==> config.mk <==
export PLATFORM = sky130hd
export DESIGN_NAME = param_stack
export DESIGN_NICKNAME = d
export VERILOG_FILES = /design/src/rtl/param_stack.sv
export SDC_FILE = /design/constraint.sdc
export NUM_CORES = 1
export LEC_CHECK = 0
export CELL_PAD_IN_SITES_DETAIL_PLACEMENT = 0
export CELL_PAD_IN_SITES_GLOBAL_PLACEMENT = 1
export CORE_MARGIN = 2
export CORE_UTILIZATION = 48
export CTS_CLUSTER_SIZE = 10
export DETAILED_ROUTE_END_ITERATION = 16
export PLACE_DENSITY = 0.8
export SLEW_MARGIN = 20
export SYNTH_ARGS = -nofsm -noshare
export SYNTH_HDL_FRONTEND = slang
export SYNTH_SLANG_ARGS = --single-unit
==> constraint.sdc <==
create_clock -name clk -period 3.8 [get_ports clk]
set_input_delay 0.76 -clock clk [delete_from_list [all_inputs] [get_ports clk]]
set_output_delay 0.76 -clock clk [all_outputs]
set_load 0.005 [all_outputs]
==> src/rtl/param_stack.sv <==
// Parametrised operand stack: one push/pop/tos/dup/swap/replace/clear per clock,
// registered read data, occupancy flags and sticky overflow/underflow errors.
module param_stack #(
    parameter int DATA_W = 8,
    parameter int DEPTH  = 32,
    parameter int CNT_W  = $clog2(DEPTH + 1)
) (
    input  logic              clk,
    input  logic              rst,
    input  logic [2:0]        op,
    input  logic [DATA_W-1:0] din,
    output logic [DATA_W-1:0] dout,
    output logic              dout_valid,
    output logic              dout_zero,
    output logic [CNT_W-1:0]  count,
    output logic              full,
    output logic              empty,
    output logic              ovf,
    output logic              unf
);

    localparam int IDX_W = $clog2(DEPTH);

    localparam logic [2:0] OP_NOP     = 3'b000;
    localparam logic [2:0] OP_PUSH    = 3'b001;
    localparam logic [2:0] OP_POP     = 3'b010;
    localparam logic [2:0] OP_TOS     = 3'b011;
    localparam logic [2:0] OP_DUP     = 3'b100;
    localparam logic [2:0] OP_SWAP    = 3'b101;
    localparam logic [2:0] OP_REPLACE = 3'b110;
    localparam logic [2:0] OP_CLEAR   = 3'b111;

    logic [DATA_W-1:0] mem_r [DEPTH];

    logic [CNT_W-1:0]  count_r, count_nxt_s;
    logic [DATA_W-1:0] dout_r, dout_nxt_s;
    logic              valid_r, valid_nxt_s;
    logic              ovf_r, ovf_nxt_s;
    logic              unf_r, unf_nxt_s;

    logic              full_s, empty_s;
    logic [IDX_W-1:0]  top_idx_s, nxt_idx_s, wr_idx_s, we_idx_s;
    logic [DATA_W-1:0] t_s, n_s, we_data_s;
    logic              we_s, swap_s;

    // Index arithmetic is done at count width, then narrowed to the array index width.
    assign top_idx_s = IDX_W'(count_r - CNT_W'(1));
    assign nxt_idx_s = IDX_W'(count_r - CNT_W'(2));
    assign wr_idx_s  = IDX_W'(count_r);
    assign t_s       = mem_r[top_idx_s];
    assign n_s       = mem_r[nxt_idx_s];

    assign full_s     = (count_r == CNT_W'(DEPTH));
    assign empty_s    = (count_r == {CNT_W{1'b0}});
    assign full       = full_s;
    assign empty      = empty_s;
    assign count      = count_r;
    assign dout       = dout_r;
    assign dout_valid = valid_r;
    assign dout_zero  = (dout_r == {DATA_W{1'b0}});
    assign ovf        = ovf_r;
    assign unf        = unf_r;

    // Opcode decode: next control state and storage write requests.
    always_comb begin
        count_nxt_s = count_r;
        dout_nxt_s  = dout_r;
        valid_nxt_s = 1'b0;
        ovf_nxt_s   = ovf_r;
        unf_nxt_s   = unf_r;
        we_s        = 1'b0;
        we_idx_s    = wr_idx_s;
        we_data_s   = din;
        swap_s      = 1'b0;
        case (op)
            OP_NOP: begin
            end
            OP_PUSH: begin
                if (full_s) begin
                    ovf_nxt_s = 1'b1;
                end else begin
                    we_s        = 1'b1;
                    count_nxt_s = count_r + CNT_W'(1);
                end
            end
            OP_POP: begin
                if (empty_s) begin
                    unf_nxt_s = 1'b1;
                end else begin
                    dout_nxt_s  = t_s;
                    valid_nxt_s = 1'b1;
                    count_nxt_s = count_r - CNT_W'(1);
                end
            end
            OP_TOS: begin
                if (empty_s) begin
                    unf_nxt_s = 1'b1;
                end else begin
                    dout_nxt_s  = t_s;
                    valid_nxt_s = 1'b1;
                end
            end
            OP_DUP: begin
                // Empty is checked first; with DEPTH >= 2 the two errors are exclusive.
                if (empty_s) begin
                    unf_nxt_s = 1'b1;
                end else if (full_s) begin
                    ovf_nxt_s = 1'b1;
                end else begin
                    we_s        = 1'b1;
                    we_data_s   = t_s;
                    count_nxt_s = count_r + CNT_W'(1);
                end
            end
            OP_SWAP: begin
                if (count_r < CNT_W'(2)) begin
                    unf_nxt_s = 1'b1;
                end else begin
                    swap_s = 1'b1;
                end
            end
            OP_REPLACE: begin
                if (empty_s) begin
                    unf_nxt_s = 1'b1;
                end else begin
                    dout_nxt_s  = t_s;
                    valid_nxt_s = 1'b1;
                    we_s        = 1'b1;
                    we_idx_s    = top_idx_s;
                end
            end
            OP_CLEAR: begin
                count_nxt_s = {CNT_W{1'b0}};
                ovf_nxt_s   = 1'b0;
                unf_nxt_s   = 1'b0;
            end
            default: begin
            end
        endcase
    end

    // Control state and registered outputs.
    always_ff @(posedge clk or negedge rst) begin
        if (!rst) begin
            count_r <= {CNT_W{1'b0}};
            dout_r  <= {DATA_W{1'b0}};
            valid_r <= 1'b0;
            ovf_r   <= 1'b0;
            unf_r   <= 1'b0;
        end else begin
            count_r <= count_nxt_s;
            dout_r  <= dout_nxt_s;
            valid_r <= valid_nxt_s;
            ovf_r   <= ovf_nxt_s;
            unf_r   <= unf_nxt_s;
        end
    end

    // Storage array; deliberately not reset since entries above count are don't-care.
    always_ff @(posedge clk) begin
        if (we_s) begin
            mem_r[we_idx_s] <= we_data_s;
        end
        if (swap_s) begin
            mem_r[top_idx_s] <= n_s;
            mem_r[nxt_idx_s] <= t_s;
        end
    end

endmodule

==> run metrics, run 1 <==
Post CTS Setup Buffer Count 0; I/O Buffers 32; CP Capture Point mem_r[8][4]; routability cong. 0.981; Fin. Hold Viols 0; Min-Delay Path Class flop to flop; Inserted Diodes 0; hold depth 2; FF/Latch Area 0.00812 mm²; RSZ-0062 raised after global routing false; drt via density 7.29; crit end category flop; dpl ws 0.163 ns; Tcrit/Tclk final 95.0%; MaxCap Viol Count 0; CP Class flop to flop; largest net degree at the start of global routing 82; Req. time, crit path 4.06 ns; worst r2r dst mem_r[8][4]; fraction of registers with async set/reset 6.23%; Yosys reg bits 273; dominant synthesized flop cell edfxtp_1; run status finished clean; register area share after synthesis 51.1%; Setup violations, final 0; core area 0.0325 mm²; Hold Path Origin dout[1]; worst-path maximum fanout 8; DR WL/cell 31.0 µm; Worst setup SP type flop; DRT Pass-1 Iters 6; IO Count 33; worst path buffer plus inverter count 2; Worst-Skew Late Latency 0.52 ns; Cell Area, Synth 0.0159 mm²; syn nets 1183; Setup Skew 0.0177 ns; CTS Hold Bufs 0; crit-path most repeated cell o22ai_1; global-route wire length before repair 77400 µm; htree depth 2; initial antenna violation count 1; vias in the first global route 11800; worst-path cell chain inv_1 > ha_4 > or4b_4 > nor2_1 > o22ai_1 > nor2b_1 > a2bb2oi_1 > o22ai_1 > buf_4; layout cell share with drive strength beyond 1 28.1%; Site Rows 66; crit path time final 3.61 ns; Detailed Route Iter0 Violations 2029; Worst path top cell family by delay compound AO/OA/AOI/OAI gates; critical path arrival 3.87 ns; flop-to-flop setup slack 0.19 ns; CTS tree yes; area grow syn2layout 15.5%; Setup TNS 0 ns; # clock sinks 273; number of distinct library cells after synthesis 64; cells on worst reg2reg path 9; Clock Pin Slew Worst Setup and Hold Paths 0.06 ns; Setup WS post-layout 0.190 ns; Final Util 56.4%; FILL cells 2652; via count 12400; Mapped Cells 1162; Yosys warnings 0; initial cell density of the core 48.8%; routed wire length 52800 µm; GRT overflow 0; Die Area 0.0346 mm²; CP peak stage delay 0.90 ns; DP Wirelength 36300 µm; Multi-input gate area 0.00730 mm²; Die H 186 µm; nets 1272; Worst path depth 9; average size of a mapped cell 13.7 µm²; Slew Limit Fails 0; Peak Freq 0.277 GHz; Critical Path Slowest Stage Cell a2bb2oi_1; Critical Path Source count[1]; maximum clock insertion buffer count 3; Post-synth EDFFs 256; worst slew pin tran 1.14 ns; CTS resizes 0; width of the die 186 µm; GRT Overall Usage 30.9%; root buffer cell clkbuf_16; DRC 0; TritonCTS buffer count 34; remaining antenna violation count after routing 0; worst r2r src count[1]; Slew Limit Headroom 23.7%
## cells in the mapped netlist, types with 8 or more instances
cell      instances  area share (%)
a21oi_1          15            0.47
buf_2            60             1.9
buf_4            13            0.61
clkbuf_1         29            0.69
dfrtp_1          17             2.7
edfxtp_1        256              48
ha_1              8            0.63
mux2i_1          31             2.0
mux4_2          140              20
nand2_1          52             1.2
nand3_1           8            0.25
nor2_1           87             2.1
nor2b_1          13            0.51
o21ai_0          20            0.63
o22ai_1         278              11
o32ai_1          15            0.83
## routing by layer
metal	track usage (%)	wire, µm
met5	0	13
met4	12.1	2200
met3	7.24	7070
met2	48.0	24300
met1	42.4	19200
## kinds of logic after synthesis
family                     after synthesis  synth area share, %
xor gates and xnor gates                11                0.607
muxes                                  179                 22.7
DFF                                    273                 51.1
AOI/OAI and AO/OA                      381                 15.9
adders and majority gates                8                0.630
buffers and inverters                  118                 3.76
and+or+nand+nor                        192                 5.39
## how the worst min path moves through the flow
| stage | to |
|---|---|
| final | dout[1] |
| after CTS | dout[1] |
| after global routing | dout[0] |
| after detailed placement | dout[1] |
| after floorplan | count[0] |
| after global placement | dout[4] |
## cell type report
class	count	share of cell area, %
inverter	7	0.143
tap	442	3.02
timing repair buffer	164	7.70
clock inverter	6	0.205
clock buffer	41	4.84
multi-input combinational	771	39.8
sequential	273	44.3
## cell usage in the layout, fill, tap and decap left out, types with 7 or more instances in the layout
| cell | synthesis | routed |
|---|---|---|
| o22ai_1 | 278 | 277 |
| nand2_1 | 52 | 52 |
| o32ai_1 | 15 | 14 |
| clkdlybuf4s50_1 | 0 | 32 |
| dfrtp_1 | 17 | 15 |
| nand3_1 | 8 | 8 |
| mux2i_1 | 31 | 29 |
| buf_12 | 0 | 8 |
| nor2_1 | 87 | 86 |
| clkbuf_16 | 0 | 34 |
| mux4_2 | 140 | 140 |
| ha_1 | 8 | 7 |
| nor2b_1 | 13 | 13 |
| buf_4 | 13 | 123 |
| edfxtp_1 | 256 | 256 |
| a21oi_1 | 15 | 13 |
| mux2i_4 | 3 | 8 |
| o21ai_0 | 20 | 20 |
## registers in the layout, indices dropped and copies added (netlist names)
name and count:
dout_valid 1, count 6, dout 8, unf 1, ovf 1, mem_r 256
## worst register-to-register path, stage by stage, from the launching register on
cell	delay (ns)
dfrtp_4	0.49
inv_1	0.23
ha_4	0.19
or4b_4	0.49
nor2_1	0.15
o22ai_1	0.21
nor2b_1	0.21
a2bb2oi_1	0.90
o22ai_1	0.23
buf_4	0.25
## metrics by stage
step	std cells	cell area [µm²]	hold slack, ns
floorplan	1162	16000	0.464
global placement	1656	17400	0.487
detailed placement	1656	17400	0.489
CTS	1703	18300	0.501
global route	1704	18300	0.534
finish	1704	18300	0.496
Power of run 1 is left out: the tool's default activity adds up to more than one toggle a clock period on the data nets, which glitch-free logic cannot reach.
==> inputs of run 2 (changes only) <==
--- a/config.mk
+++ b/config.mk
@@ -12,6 +12,7 @@
 export CTS_CLUSTER_SIZE = 10
 export DETAILED_ROUTE_END_ITERATION = 16
 export PLACE_DENSITY = 0.8
+export SETUP_SLACK_MARGIN = 0.1
 export SLEW_MARGIN = 20
 export SYNTH_ARGS = -nofsm -noshare
 export SYNTH_HDL_FRONTEND = slang
==> run 2 against run 1 <==
Compared with the run above: maximum frequency increased by 2.3%; highest routed layer is now met4; first-iteration DRC count increased by 0.74%; flip-flop and latch count unchanged; hold slack about the same; critical endpoint is now empty; worst setup slack improved by 0.082 ns; count of clock-buffer cells in the layout increased by 4; largest cell class unchanged; core utilization increased by 0.62 points; global-route usage increased by 0.87 points; routed wire length increased by 2.6%; non-clock buffer count increased by 12; critical path type is now flop to primary output; sequential share of layout area decreased by 0.48 points.
==> run metrics, run 2 (synthesis results as in run 1) <==
run status finished clean (unchanged); MaxCap Viol Count 0 (unchanged); worst-path maximum fanout 7 (was 8); worst-path cell chain inv_1 > ha_4 > or4b_4 > nor2_2 > buf_4 > clkdlybuf4s50_1 (was inv_1 > ha_4 > or4b_4 > nor2_1 > o22ai_1 > nor2b_1 > a2bb2oi_1 > o22ai_1 > buf_4); Clock Pin Slew Worst Setup and Hold Paths 0.06 ns (about the same); maximum clock insertion buffer count 3 (unchanged); area grow syn2layout 16.8% (was 15.5%); dpl ws 0.0312 ns (was 0.163 ns); Hold Path Sink dout[3] (was dout[1]); DR WL/cell 31.6 µm (was 31.0 µm); hold depth 2 (unchanged); IO Count 33 (unchanged); FILL cells 2638 (was 2652); DP Wirelength 37900 µm (was 36300 µm); via count 12600 (was 12400); GRT Overall Usage 31.8% (was 30.9%); worst r2r dst mem_r[27][6] (was mem_r[8][4]); DRC 0 (unchanged); commonest non-fill, non-tap cell in the layout o22ai_1 (unchanged); Slew Limit Fails 0 (unchanged); Post-Layout Cell Count 1716 (was 1704); Req. time, crit path 3.04 ns (was 4.06 ns); Hold Path Origin dout[3] (was dout[1]); htree depth 1 (was 2); max reg flops 256 (unchanged); Tcrit/Tclk final 92.8% (was 95.0%); worst r2r src count[2] (was count[1]); global-route wire length before repair 79600 µm (was 77400 µm); width of the die 186 µm (unchanged); largest reg by FF count mem_r (unchanged); Critical Path Slowest Stage Cell or4b_4 (was a2bb2oi_1); Min-Delay Path Class flop to flop (unchanged); Fin. Hold Viols 0 (unchanged); CP peak stage delay 0.50 ns (was 0.90 ns); Inst Count DP 1668 (was 1656); CTS tree yes (unchanged); Site Rows 66 (unchanged); Worst path top cell family by delay buffers and inverters (was compound AO/OA/AOI/OAI gates); Setup WS post-layout 0.272 ns (was 0.190 ns); worst path buffer plus inverter count 3 (was 2); flop-to-flop setup slack 0.28 ns (was 0.19 ns); routed wire length 54200 µm (was 52800 µm); vias in the first global route 12000 (was 11800); layout cell share with drive strength beyond 1 30.0% (was 28.1%); nets 1281 (was 1272); core area 0.0325 mm² (unchanged); Post CTS Setup Buffer Count 0 (unchanged); Die H 186 µm (unchanged); I/O Buffers 32 (unchanged); Slew Limit Headroom 39.3% (was 23.7%); Worst-Skew Late Latency 0.58 ns (was 0.52 ns); remaining antenna violation count after routing 0 (unchanged); crit end category primary output (was flop); initial antenna violation count 1 (unchanged); Setup Skew 0.0153 ns (was 0.0177 ns); Worst setup SP type flop (unchanged); most frequent cells in the layout 273 x o22ai_1, 256 x edfxtp_1, 140 x mux4_2 (was 277 x o22ai_1, 256 x edfxtp_1, 140 x mux4_2); Inserted Diodes 0 (unchanged); Detailed Route Iter0 Violations 2044 (was 2029); TritonCTS buffer count 31 (was 34); Setup TNS 0 ns (unchanged); largest net degree at the start of global routing 72 (was 82); Setup violations, final 0 (unchanged); # clock sinks 273 (unchanged); root buffer cell clkbuf_16 (unchanged); CP Class flop to primary output (was flop to flop); GRT overflow 0 (unchanged); RSZ-0062 raised after global routing false (unchanged); initial cell density of the core 48.8% (unchanged); Die Area 0.0346 mm² (unchanged); crit path time final 3.53 ns (was 3.61 ns); routability cong. 0.986 (was 0.981); critical path arrival 2.77 ns (was 3.87 ns); drt via density 7.32 (was 7.29); Peak Freq 0.283 GHz (was 0.277 GHz); worst slew pin tran 0.910 ns (was 1.14 ns); DRT Pass-1 Iters 5 (was 6); cells on worst reg2reg path 12 (was 9)
[run 2: cell types whose count changed in the layout (fill, tap and decap cells not counted), moves of 2 or more]
cell and delta:
clkbuf_1 +8, clkinv_1 -3, o22ai_4 +4, o32ai_1 -13, o22ai_1 -4, buf_4 +12, mux2i_4 +2, clkbuf_16 -3
o32ai_2 +13
[run 2: what timing repair did]
item,CTS,global route
setup endpoints to repair,0,28
hold buffers,0,0
gates resized for setup,0,2
[run 2: layout make-up]
cell class / count / area [µm²] / area share [%]
multi-input cells: 771 / 7500 / 40.4
clock buffers: 45 / 828 / 4.47
inverters: 7 / 26.3 / 0.142
clock inverters: 2 / 13.8 / 0.0742
well taps: 442 / 553 / 2.98
flip-flops and latches: 273 / 8120 / 43.8
repair buffers: 176 / 1500 / 8.10
[run 2: layer usage]
| layer | wire, µm | vias to the layer above | global-route usage (%) |
|---|---|---|---|
| met5 | 0 | - | 0 |
| met4 | 2630 | 0 | 13.0 |
| met3 | 6950 | 166 | 7.04 |
| met2 | 24400 | 1003 | 47.9 |
| met1 | 20300 | 6272 | 44.9 |
| li1 | - | 5124 | - |
[run 2: worst max path at each step]
stage / to / from / depth (start not counted)
after CTS: empty / count[1] / 6
after global routing: mem_r[31][4] / count[1] / 9
after floorplan: mem_r[20][0] / count[1] / 11
after global placement: mem_r[24][0] / op[2] / 7
after detailed placement: mem_r[22][0] / op[2] / 6
final: empty / count[1] / 6
[run 2: worst register-to-register path: cells and delay by family, from the launching register on]
family	cells	cell delay (ns)
compound gates	2	0.40
buf+inv	5	1.00
flops	1	0.45
simple gates	5	1.40
[run 2: through the flow]
step / hold WS (ns) / utilization (%) / cell area, µm²
global route: 0.532 / 57.0 / 18500
global placement: 0.482 / 54.4 / 17700
CTS: 0.506 / 56.9 / 18500
detailed placement: 0.493 / 54.4 / 17700
floorplan: 0.464 / - / 16200
finish: 0.497 / 57.0 / 18500
Power of run 2 is left out for the same reason.
